--- config.mk ---
export PLATFORM = sky130hd
export DESIGN_NAME = asc_chan_sched_flat
export DESIGN_NICKNAME = d
export VERILOG_FILES = /design/src/rtl/asc_chan_sched_if.sv /design/src/rtl/asc_chan_sched.sv /design/src/flat_wrapper.sv
export SDC_FILE = /design/constraint.sdc
export NUM_CORES = 1
export LEC_CHECK = 0
export BUFFER_PORTS_ARGS = -buffer_cell sky130_fd_sc_hd__buf_2
export CORE_MARGIN = 3
export CORE_UTILIZATION = 55
export CTS_CLUSTER_DIAMETER = 30
export CTS_CLUSTER_SIZE = 14
export DETAILED_ROUTE_END_ITERATION = 12
export GPL_TIMING_DRIVEN = 1
export PLACE_DENSITY = 0.79
export SYNTH_ARGS = -nofsm -noshare
export SYNTH_HDL_FRONTEND = slang
export SYNTH_SLANG_ARGS = --single-unit
--- constraint.sdc ---
create_clock -name clk -period 7 [get_ports clk]
set_clock_uncertainty 0.2 [all_clocks]
set_input_delay 1.75 -clock clk [delete_from_list [all_inputs] [get_ports clk]]
set_output_delay 1.75 -clock clk [all_outputs]
set_load 0.02 [all_outputs]
--- src/rtl/asc_chan_sched_if.sv ---
// Bundle between the per-channel codec front ends, the scheduler and the shared
// speed-control datapath: request/result handshakes plus datapath operands and results.
interface asc_chan_sched_if #(
    parameter int unsigned NCH = 4,
    parameter int unsigned CHW = 2
);
    logic [NCH-1:0]    req_valid;
    logic [NCH-1:0]    req_ready;
    logic [NCH*22-1:0] req_data;
    logic [NCH-1:0]    ctx_clr;

    logic [4:0]  dp_i;
    logic [12:0] dp_y;
    logic        dp_tdp;
    logic        dp_tr;
    logic [1:0]  dp_rate;
    logic [11:0] dp_dms;
    logic [13:0] dp_dml;
    logic [9:0]  dp_ap;
    logic [11:0] dp_dmsp;
    logic [13:0] dp_dmlp;
    logic [9:0]  dp_apr;
    logic [6:0]  dp_al;

    logic           res_valid;
    logic [CHW-1:0] res_ch;
    logic [6:0]     res_al;
    logic           res_ready;

    modport slave (
        input  req_valid, req_data, ctx_clr, res_ready,
        input  dp_dmsp, dp_dmlp, dp_apr, dp_al,
        output req_ready, res_valid, res_ch, res_al,
        output dp_i, dp_y, dp_tdp, dp_tr, dp_rate, dp_dms, dp_dml, dp_ap
    );

    modport master (
        output req_valid, req_data, ctx_clr, res_ready,
        output dp_dmsp, dp_dmlp, dp_apr, dp_al,
        input  req_ready, res_valid, res_ch, res_al,
        input  dp_i, dp_y, dp_tdp, dp_tr, dp_rate, dp_dms, dp_dml, dp_ap
    );
endinterface

--- src/rtl/asc_chan_sched.sv ---
// Round-robin scheduler sharing one adaptive-speed-control datapath among NCH channels,
// holding per-channel DMS/DML/AP context and returning AL tagged with the channel.
module asc_chan_sched #(
    parameter int unsigned NCH = 4,
    parameter int unsigned CHW = 2
) (
    input  logic                 clk,
    input  logic                 reset,
    asc_chan_sched_if.slave      bus,
    output logic                 busy
);
    localparam int unsigned RW   = 22;
    localparam int unsigned DMSW = 12;
    localparam int unsigned DMLW = 14;
    localparam int unsigned APW  = 10;
    localparam int unsigned ALW  = 7;

    typedef enum logic [2:0] {IDLE, LOAD, CALC, STORE, DONE} state_t;

    state_t state, state_next;

    logic [CHW-1:0]  rr_ptr;
    logic [CHW-1:0]  cur_ch;
    logic            clr_hit;
    logic [CHW-1:0]  grant_c;
    logic            grant_vld_c;
    logic [CHW-1:0]  idx_c;
    logic [RW-1:0]   gdata_c;

    logic [DMSW-1:0] ctx_dms [NCH];
    logic [DMLW-1:0] ctx_dml [NCH];
    logic [APW-1:0]  ctx_ap  [NCH];

    logic [DMSW-1:0] s_dmsp;
    logic [DMLW-1:0] s_dmlp;
    logic [APW-1:0]  s_apr;
    logic [ALW-1:0]  s_al;

    // Round-robin search starting one past the last grant, then next-state decode.
    always_comb begin
        state_next  = state;
        grant_vld_c = 1'b0;
        grant_c     = '0;
        idx_c       = '0;
        for (int i = 1; i <= int'(NCH); i++) begin
            idx_c = CHW'((32'(rr_ptr) + 32'(i)) % NCH);
            if (!grant_vld_c && bus.req_valid[idx_c]) begin
                grant_vld_c = 1'b1;
                grant_c     = idx_c;
            end
        end
        gdata_c = bus.req_data[RW*grant_c +: RW];
        case (state)
            IDLE:    if (grant_vld_c) state_next = LOAD;
            LOAD:    state_next = CALC;
            CALC:    state_next = STORE;
            STORE:   state_next = DONE;
            DONE:    if (bus.res_valid && bus.res_ready) state_next = IDLE;
            default: state_next = IDLE;
        endcase
    end

    always_ff @(posedge clk) begin
        if (reset) state <= IDLE;
        else       state <= state_next;
    end

    // Grant capture, operand launch, result sampling and result handshake.
    always_ff @(posedge clk) begin
        if (reset) begin
            rr_ptr        <= CHW'(NCH - 1);
            cur_ch        <= '0;
            clr_hit       <= 1'b0;
            busy          <= 1'b0;
            bus.req_ready <= '0;
            bus.dp_i      <= '0;
            bus.dp_y      <= '0;
            bus.dp_tdp    <= 1'b0;
            bus.dp_tr     <= 1'b0;
            bus.dp_rate   <= '0;
            bus.dp_dms    <= '0;
            bus.dp_dml    <= '0;
            bus.dp_ap     <= '0;
            s_dmsp        <= '0;
            s_dmlp        <= '0;
            s_apr         <= '0;
            s_al          <= '0;
            bus.res_valid <= 1'b0;
            bus.res_ch    <= '0;
            bus.res_al    <= '0;
        end else begin
            busy          <= (state_next != IDLE);
            bus.req_ready <= '0;
            case (state)
                IDLE: begin
                    if (grant_vld_c) begin
                        bus.req_ready <= NCH'(1) << grant_c;
                        cur_ch        <= grant_c;
                        rr_ptr        <= grant_c;
                        clr_hit       <= 1'b0;
                        bus.dp_i      <= gdata_c[21:17];
                        bus.dp_y      <= gdata_c[16:4];
                        bus.dp_tdp    <= gdata_c[3];
                        bus.dp_tr     <= gdata_c[2];
                        bus.dp_rate   <= gdata_c[1:0];
                        // A clear landing on the grant edge must not leak stale context.
                        bus.dp_dms    <= bus.ctx_clr[grant_c] ? '0 : ctx_dms[grant_c];
                        bus.dp_dml    <= bus.ctx_clr[grant_c] ? '0 : ctx_dml[grant_c];
                        bus.dp_ap     <= bus.ctx_clr[grant_c] ? '0 : ctx_ap[grant_c];
                    end
                end
                LOAD: begin
                    if (bus.ctx_clr[cur_ch]) clr_hit <= 1'b1;
                end
                CALC: begin
                    if (bus.ctx_clr[cur_ch]) clr_hit <= 1'b1;
                    s_dmsp <= bus.dp_dmsp;
                    s_dmlp <= bus.dp_dmlp;
                    s_apr  <= bus.dp_apr;
                    s_al   <= bus.dp_al;
                end
                STORE: begin
                    bus.res_valid <= 1'b1;
                    bus.res_ch    <= cur_ch;
                    bus.res_al    <= s_al;
                end
                DONE: begin
                    if (bus.res_valid && bus.res_ready) bus.res_valid <= 1'b0;
                end
                default: ;
            endcase
        end
    end

    // Context file: a clear always beats the in-flight write-back.
    always_ff @(posedge clk) begin
        if (reset) begin
            for (int k = 0; k < int'(NCH); k++) begin
                ctx_dms[k] <= '0;
                ctx_dml[k] <= '0;
                ctx_ap[k]  <= '0;
            end
        end else begin
            for (int k = 0; k < int'(NCH); k++) begin
                if (bus.ctx_clr[k]) begin
                    ctx_dms[k] <= '0;
                    ctx_dml[k] <= '0;
                    ctx_ap[k]  <= '0;
                end else if (state == STORE && !clr_hit && cur_ch == CHW'(k)) begin
                    ctx_dms[k] <= s_dmsp;
                    ctx_dml[k] <= s_dmlp;
                    ctx_ap[k]  <= s_apr;
                end
            end
        end
    end
endmodule

--- src/flat_wrapper.sv ---
// flat-port wrapper written by rule: the top's interface ports become plain ports
module asc_chan_sched_flat 
#(
    parameter int unsigned NCH = 4,
    parameter int unsigned CHW = 2
)
  (clk, reset, busy, bus_req_valid, bus_req_data, bus_ctx_clr, bus_res_ready, bus_dp_dmsp, bus_dp_dmlp, bus_dp_apr, bus_dp_al, bus_req_ready, bus_res_valid, bus_res_ch, bus_res_al, bus_dp_i, bus_dp_y, bus_dp_tdp, bus_dp_tr, bus_dp_rate, bus_dp_dms, bus_dp_dml, bus_dp_ap);
  asc_chan_sched_if #(.NCH(NCH), .CHW(CHW)) bus_i ();
  input  logic clk;
  input  logic reset;
  output logic busy;
  input wire logic [$bits(bus_i.req_valid)-1:0] bus_req_valid;
  input wire logic [$bits(bus_i.req_data)-1:0] bus_req_data;
  input wire logic [$bits(bus_i.ctx_clr)-1:0] bus_ctx_clr;
  input wire logic [$bits(bus_i.res_ready)-1:0] bus_res_ready;
  input wire logic [$bits(bus_i.dp_dmsp)-1:0] bus_dp_dmsp;
  input wire logic [$bits(bus_i.dp_dmlp)-1:0] bus_dp_dmlp;
  input wire logic [$bits(bus_i.dp_apr)-1:0] bus_dp_apr;
  input wire logic [$bits(bus_i.dp_al)-1:0] bus_dp_al;
  output wire logic [$bits(bus_i.req_ready)-1:0] bus_req_ready;
  output wire logic [$bits(bus_i.res_valid)-1:0] bus_res_valid;
  output wire logic [$bits(bus_i.res_ch)-1:0] bus_res_ch;
  output wire logic [$bits(bus_i.res_al)-1:0] bus_res_al;
  output wire logic [$bits(bus_i.dp_i)-1:0] bus_dp_i;
  output wire logic [$bits(bus_i.dp_y)-1:0] bus_dp_y;
  output wire logic [$bits(bus_i.dp_tdp)-1:0] bus_dp_tdp;
  output wire logic [$bits(bus_i.dp_tr)-1:0] bus_dp_tr;
  output wire logic [$bits(bus_i.dp_rate)-1:0] bus_dp_rate;
  output wire logic [$bits(bus_i.dp_dms)-1:0] bus_dp_dms;
  output wire logic [$bits(bus_i.dp_dml)-1:0] bus_dp_dml;
  output wire logic [$bits(bus_i.dp_ap)-1:0] bus_dp_ap;
  assign bus_i.req_valid = bus_req_valid;
  assign bus_i.req_data = bus_req_data;
  assign bus_i.ctx_clr = bus_ctx_clr;
  assign bus_i.res_ready = bus_res_ready;
  assign bus_i.dp_dmsp = bus_dp_dmsp;
  assign bus_i.dp_dmlp = bus_dp_dmlp;
  assign bus_i.dp_apr = bus_dp_apr;
  assign bus_i.dp_al = bus_dp_al;
  assign bus_req_ready = bus_i.req_ready;
  assign bus_res_valid = bus_i.res_valid;
  assign bus_res_ch = bus_i.res_ch;
  assign bus_res_al = bus_i.res_al;
  assign bus_dp_i = bus_i.dp_i;
  assign bus_dp_y = bus_i.dp_y;
  assign bus_dp_tdp = bus_i.dp_tdp;
  assign bus_dp_tr = bus_i.dp_tr;
  assign bus_dp_rate = bus_i.dp_rate;
  assign bus_dp_dms = bus_i.dp_dms;
  assign bus_dp_dml = bus_i.dp_dml;
  assign bus_dp_ap = bus_i.dp_ap;
  asc_chan_sched #(.NCH(NCH), .CHW(CHW)) u_core (.clk(clk), .reset(reset), .bus(bus_i), .busy(busy));
endmodule
* Yosys cells after proc, flatten, opt, wreduce, memory -nomap -nowiden
Memory sizes are Yosys's and may differ from the RTL's. Cells that the tools add are included.
Word-level totals: register bits after elaboration 124, latch bits 0, bits in writable memories 144, ROM bits 0, bits of input ports 142, output and inout bits 73, memories kept 3
Memories:
- u_core.ctx_dml | depth 4, bits a word 14, read ports 1, clocked after Yosys merged registers in 0, wr ports 4, line asc_chan_sched.sv:31 | logic [DMLW-1:0] ctx_dml [NCH];
- u_core.ctx_dms | depth 4, bits a word 12, read ports 1, clocked after Yosys merged registers in 0, wr ports 4, line asc_chan_sched.sv:30 | logic [DMSW-1:0] ctx_dms [NCH];
- u_core.ctx_ap | depth 4, bits a word 10, read ports 1, clocked after Yosys merged registers in 0, wr ports 4, line asc_chan_sched.sv:32 | logic [APW-1:0] ctx_ap [NCH];
Cells by class: $add $sub $neg 4, multiply operators 1, div/mod/pow operators 0, $lt $le $gt $ge 6, eq/ne operators 10, shift operators 2, mux-type cells 85, bitwise operators 26, reduce and logical (&&, ||, !) cells 23
Operators with widths (count):
- 14-bit two-way mux | 9
- 12-bit two-way mux | 9
- 10-bit two-way mux | 9
- 88-bit by 8-bit variable part select with 22-bit output | 1
- 1-bit two-way mux | 43
- 1-bit OR | 24
- 2-bit by 3-bit < comparator with 1-bit output, second input constant | 6
- 3-bit one-hot mux with 5 select lines | 1
- 1-bit binary-select mux with 2-bit select | 6
- 1-bit logical AND | 9
- 2-bit two-way mux | 4
- 3-bit by 2-bit == test with 1-bit output, second input constant | 2
- 4-bit by 2-bit multiplier with 6-bit output, first input constant | 1
- 3-bit two-way mux | 2
- 2-bit by 1-bit inequality test with 1-bit output, second input constant | 3
- 2-bit by 1-bit adder with 2-bit output, second input constant | 2
- 2-bit adder, second input constant | 2
- 2-bit == test, second input constant | 2
- 1-bit zero test | 4
- 1-bit one-hot mux with 2 select lines | 2
- 2-bit AND reduction | 2
- 2-bit nonzero test | 2
- 1-bit by 2-bit left shift with 4-bit output, first input constant | 1
- 3-bit by 1-bit == test with 1-bit output, second input constant | 1
- 9 further kinds | 10

* Logic depth before layout (Yosys ltp)
depth after elaboration 16, mapped depth 10

* Worst setup path before layout
OpenSTA, ideal clock, no wires.
path kind input to register, start point input reset, end point memory u_core.ctx_ap[0][0], enable pin, library setup time 401 ps, arrival time 3313 ps, data required time 6399 ps, slack 3087 ps, cell stages on the path 3, cells stage by stage clkbuf_1 clkbuf_1 a311o_1
RTL lines:
- start: declaration | line flat_wrapper.sv:10 | input logic reset;
- end: declaration | line asc_chan_sched.sv:32

* Worst setup path after layout
start point input bus_req_valid[3], end point register u_core.bus.dp_ap[3]
Between the ends: cells in the longest elaborated chain, start to end 15, elaborated cells between the ends (all ways) 27, classes of those cells 19 x mux; 7 x reduce/logical; 1 x memory
RTL lines:
- start: declaration | line flat_wrapper.sv:12 | input wire logic [$bits(bus_i.req_valid)-1:0] bus_req_valid;
- 1-bit binary-select mux with 2-bit select | line asc_chan_sched.sv:47 | if (!grant_vld_c && bus.req_valid[idx_c]) begin
- 1-bit two-way mux (implied by the code) | line asc_chan_sched.sv:47
- 1-bit two-way mux | line asc_chan_sched.sv:47
- 1-bit zero test | line asc_chan_sched.sv:47
- 1-bit logical AND | line asc_chan_sched.sv:47
- 1-bit two-way mux | line asc_chan_sched.sv:47
- 1-bit zero test | line asc_chan_sched.sv:47
- 1-bit logical AND | line asc_chan_sched.sv:47
- 1-bit two-way mux | line asc_chan_sched.sv:47
- 1-bit zero test | line asc_chan_sched.sv:47
- 1-bit logical AND | line asc_chan_sched.sv:47
- 2-bit two-way mux | line asc_chan_sched.sv:47
- 1-bit binary-select mux with 2-bit select | line asc_chan_sched.sv:109 | bus.dp_ap <= bus.ctx_clr[grant_c] ? '0 : ctx_ap[grant_c];
- 1-bit two-way mux (implied by the code) | line asc_chan_sched.sv:109
- 10-bit two-way mux | line asc_chan_sched.sv:109
- end signal: assignment | line asc_chan_sched.sv:109
- end: declaration | line asc_chan_sched_if.sv:34 | output dp_i, dp_y, dp_tdp, dp_tr, dp_rate, dp_dms, dp_dml, dp_ap
Several ways; a longest one is shown, not always the timed one. The select of a mux whose other input is x is not followed. A chain may end at the register's enable or synchronous reset.

==> impl_metrics.prom <==
# TYPE chip_impl_metric gauge
chip_impl_metric{name="slew_headroom",unit="%"} 25.50
chip_impl_metric{name="filler_cell_count",unit=""} 1389
chip_impl_metric{name="syn-num-nets",unit=""} 1269
chip_impl_metric{name="area_growth_from_synthesis_to_layout",unit="%"} 26.07
chip_impl_metric{name="fraction_of_layout_cells_with_a_size_suffix_above_1",unit="%"} 24.32
chip_impl_metric{name="synth.cell_area",unit="µm²"} 11210
chip_impl_metric{name="finalPower",unit="mW"} 4.905
chip_impl_metric{name="syn_inst",unit=""} 1127
chip_impl_info{name="regToRegEndpoint",value="u_core.ctx_dms[3][5]"} 1
chip_impl_info{name="yosysMostFrequentCell",value="sky130_fd_sc_hd__nand2_1"} 1
chip_impl_metric{name="reg2reg_setup_slack",unit="ns"} 3.18
chip_impl_metric{name="post-route-cell-area",unit="µm²"} 14130
chip_impl_metric{name="power.leakage",unit="nW"} 5.994
chip_impl_metric{name="number_of_register_bits_inferred_by_synthesis",unit=""} 268
chip_impl_info{name="synthDominantAreaCellType",value="sky130_fd_sc_hd__edfxtp_1"} 1
chip_impl_metric{name="critPathBufInv",unit=""} 1
chip_impl_info{name="netlist_top_cells_area",value="sky130_fd_sc_hd__edfxtp_1, sky130_fd_sc_hd__dfxtp_1, sky130_fd_sc_hd__nand2_1"} 1
chip_impl_info{name="status",value="finished, final reports clean"} 1
chip_impl_info{name="timing.hold.worst_endpoint",value="u_core.bus.res_al[3]"} 1
chip_impl_info{name="worstHoldPathType",value="reg2reg"} 1
chip_impl_metric{name="top_level_ports",unit=""} 215
chip_impl_info{name="critPathLaunchType",value="primary input"} 1
chip_impl_metric{name="detail_route.vias_per_cell",unit=""} 5.471
chip_impl_metric{name="width_of_the_die",unit="µm"} 148.7
chip_impl_metric{name="grt_pass1_vias",unit=""} 8851
chip_impl_info{name="tritoncts",value="done"} 1
chip_impl_metric{name="post_cts.repair.setup_buffers",unit=""} 0
chip_impl_metric{name="gr-total-overflow",unit=""} 0
chip_impl_metric{name="htreeDepth",unit=""} 2
chip_impl_metric{name="cts.sinks",unit=""} 268
chip_impl_metric{name="cts.clk_slew.worst_paths",unit="ns"} 0.05
chip_impl_metric{name="port_buffers",unit=""} 214
chip_impl_metric{name="place_hpwl",unit="µm"} 16750
chip_impl_metric{name="whs_path_depth",unit=""} 2
chip_impl_metric{name="worst_pin_slew",unit="ns"} 1.117
chip_impl_metric{name="asr_flop_ratio_synth",unit="%"} 0
chip_impl_info{name="timing.critical_path.cells",value="buf_2 > nor4_1 > or4b_4 > or3b_1 > a21oi_2 > a22o_2 > a32o_1"} 1
chip_impl_metric{name="post_synthesis_sequential_area_ratio",unit="%"} 60.73
chip_impl_info{name="clk_root_buffer_cell",value="sky130_fd_sc_hd__clkbuf_16"} 1
chip_impl_metric{name="core_area",unit="µm²"} 19720
chip_impl_metric{name="yosysWarnings",unit=""} 0
chip_impl_metric{name="crit_path_dat",unit="ns"} 4.56
chip_impl_metric{name="cp_max_fo",unit=""} 36
chip_impl_metric{name="globalRouteTotalUtil",unit="%"} 25.80
chip_impl_metric{name="number_of_antenna_violations_at_the_first_check_in_global_routing",unit=""} 2
chip_impl_metric{name="clkLatencyLatePin",unit="ns"} 0.54
chip_impl_metric{name="post_cts_resized",unit=""} 0
chip_impl_metric{name="ir_drop",unit="V"} 0.0001766
chip_impl_metric{name="die_area",unit="µm²"} 22130
chip_impl_metric{name="slew_viol_final",unit=""} 0
chip_impl_info{name="timing_worst_setup_path_type",value="in2reg"} 1
chip_impl_metric{name="dpl_cell_area",unit="µm²"} 12410
chip_impl_info{name="hold_path.startpoint",value="u_core.bus.res_al[3]"} 1
chip_impl_metric{name="finalHoldViolCount",unit=""} 0
chip_impl_metric{name="finalSetupViolations",unit=""} 0
chip_impl_info{name="endpoint_kind",value="flip-flop"} 1
chip_impl_metric{name="power_density",unit="nW/µm²"} 347.2
chip_impl_metric{name="drcViolationCount",unit=""} 0
chip_impl_metric{name="routedWlPerCell",unit="µm"} 17.77
chip_impl_metric{name="cts_hold_buf",unit=""} 0
chip_impl_metric{name="rows",unit=""} 51
chip_impl_metric{name="global_route_wire_length_before_repair",unit="µm"} 45460
chip_impl_metric{name="totalWireLength",unit="µm"} 28850
chip_impl_metric{name="max_freq",unit="GHz"} 0.2322
chip_impl_metric{name="gp_routability_congestion",unit=""} 0.8574
chip_impl_metric{name="cts.path.max_buffers",unit=""} 3
chip_impl_metric{name="area_of_combinational_cells_with_multiple_inputs",unit="µm²"} 4104
chip_impl_info{name="r2r-start",value="u_core.state[1]"} 1
chip_impl_metric{name="logic_depth_of_the_worst_register_to_register_path",unit=""} 7
chip_impl_metric{name="period_needed",unit="ns"} 4.306
chip_impl_metric{name="final_nets",unit=""} 1460
chip_impl_metric{name="synth_enable_flop_cells",unit=""} 144
chip_impl_metric{name="cts_buffers",unit=""} 47
chip_impl_info{name="grt_setup_unrepaired",value="false"} 1
chip_impl_metric{name="dr_total_vias",unit=""} 8885
chip_impl_metric{name="synth.avg_cell_area",unit="µm²"} 9.944
chip_impl_metric{name="dieHeight",unit="µm"} 148.7
chip_impl_metric{name="synth_top_area_share",unit="%"} 38.58
chip_impl_metric{name="drv.max_cap_violation_count",unit=""} 0
chip_impl_metric{name="synth.distinct_cells",unit=""} 43
chip_impl_metric{name="ant_nets",unit=""} 0
chip_impl_info{name="cpMaxStageDelayCell",value="sky130_fd_sc_hd__a22o_2"} 1
chip_impl_metric{name="timing.critical_path.slowest_cell_delay",unit="ns"} 0.77
chip_impl_metric{name="firstDrtPassIters",unit=""} 5
chip_impl_metric{name="crit_required",unit="ns"} 7.26
chip_impl_info{name="ys.flop_type",value="sky130_fd_sc_hd__edfxtp_1"} 1
chip_impl_metric{name="tns",unit="ns"} 0
chip_impl_metric{name="period_utilization_post_route",unit="%"} 61.51
chip_impl_metric{name="area_taken_by_flip_flops_and_latches",unit="µm²"} 6807
chip_impl_metric{name="grt_max_degree",unit=""} 77
chip_impl_metric{name="initial_core_util",unit="%"} 56.84
chip_impl_info{name="synth.cells.most_frequent",value="sky130_fd_sc_hd__nand2_1, sky130_fd_sc_hd__and2_1, sky130_fd_sc_hd__edfxtp_1"} 1
chip_impl_metric{name="drt-initial-drc-count",unit=""} 592
chip_impl_info{name="timing.critical_path.max_delay_family",value="simple AND/OR/NAND/NOR gates"} 1
[sequential cells by signal, indices dropped and copies added, names as in the netlist, 2 cells and up]
signal and flops:
u_core.ctx_dml 56, u_core.ctx_dms 48, u_core.ctx_ap 40, u_core.bus.dp_dml 14, u_core.s_dmlp 14, u_core.bus.dp_y 13, u_core.bus.dp_dms 12, u_core.s_dmsp 12
u_core.bus.dp_ap 10, u_core.s_apr 10, u_core.bus.res_al 7, u_core.s_al 7, u_core.bus.dp_i 5, u_core.bus.req_ready 4, u_core.state 3, u_core.bus.dp_rate 2
u_core.bus.res_ch 2, u_core.cur_ch 2, u_core.rr_ptr 2
[kinds of logic after synthesis]
kind of cell | share of synthesized area, %
muxes | 0.2903
and+or+nand+nor | 24.09
AOI/OAI and AO/OA | 11.50
xor gates and xnor gates | 0.07817
buffers and inverters | 3.305
DFF | 60.73
[through the flow]
step                      hold WS (ns)  setup WS, ns  utilization [%]  cells
after floorplan                 0.2366         3.087                -   1127
after global placement          0.2445         2.293            62.96   1534
after detailed placement        0.2457         2.235            62.96   1534
after CTS                       0.2523         2.779            71.63   1622
after global routing            0.2655         2.576            71.65   1624
final                           0.2503         2.694            71.65   1624
[worst max-delay path by stage]
stage / to / start / slack (ns) / depth (start not counted)
after floorplan: u_core.ctx_ap[0][0] / reset / 3.09 / 3
after global placement: u_core.bus.dp_dml[0] / bus_req_valid[3] / 2.29 / 7
after detailed placement: u_core.bus.dp_dml[3] / bus_req_valid[3] / 2.24 / 7
after CTS: u_core.bus.dp_dml[7] / bus_req_valid[3] / 2.78 / 7
after global routing: u_core.bus.dp_dml[7] / bus_req_valid[3] / 2.58 / 7
final: u_core.bus.dp_ap[3] / bus_req_valid[3] / 2.69 / 7
[metal layers]
layer  track usage, %  up-vias  share of wire, %
met3            4.862       64               6.9
met4            10.39        0               3.0
li1                 -     4299                 -
met1            30.60     4186                38
met5                0        -                 0
met2            46.33      336                52
[cell type report]
cell class                 count  share of cell area (%)
clock inverter                33                   3.197
tap                          265                   2.347
clock buffer                  55                   8.900
inverter                       3                 0.07970
sequential                   268                   48.18
timing repair buffer         226                   8.218
antenna                        2                 0.03542
multi-input combinational    772                   29.05
[power by group]
part	switching (mW)	internal, mW
sequential	0.0775	1.78
combinational	0.434	0.208
clock	0.783	1.63
[tightest hold or removal path, stage by stage (launching register included)]
cell                      delay (ns)
sky130_fd_sc_hd__dfxtp_1        0.30
sky130_fd_sc_hd__nand2_1        0.05
sky130_fd_sc_hd__a21oi_1        0.05
[layout by cell type, fill, tap and decap left out, drive strengths merged, types with 2 or more instances in the layout]
cell type  netlist  final
nor3             5      5
nand3           48     48
clkinvlp         0      7
a311o            4      4
clkinv           0     15
a221o           22     22
a21oi          114    114
and3             2      2
edfxtp         144    144
nand2          352    352
clkbuf          70     55
inv              3      5
nand2b           3      3
a32o            36     36
buf             14    226
nor2            13     13
dfxtp          124    124
or3              3      3
and2           145    145
bufinv           0      9
diode            0      2
nor4             6      6
Power figures use the tool's default switching activity.
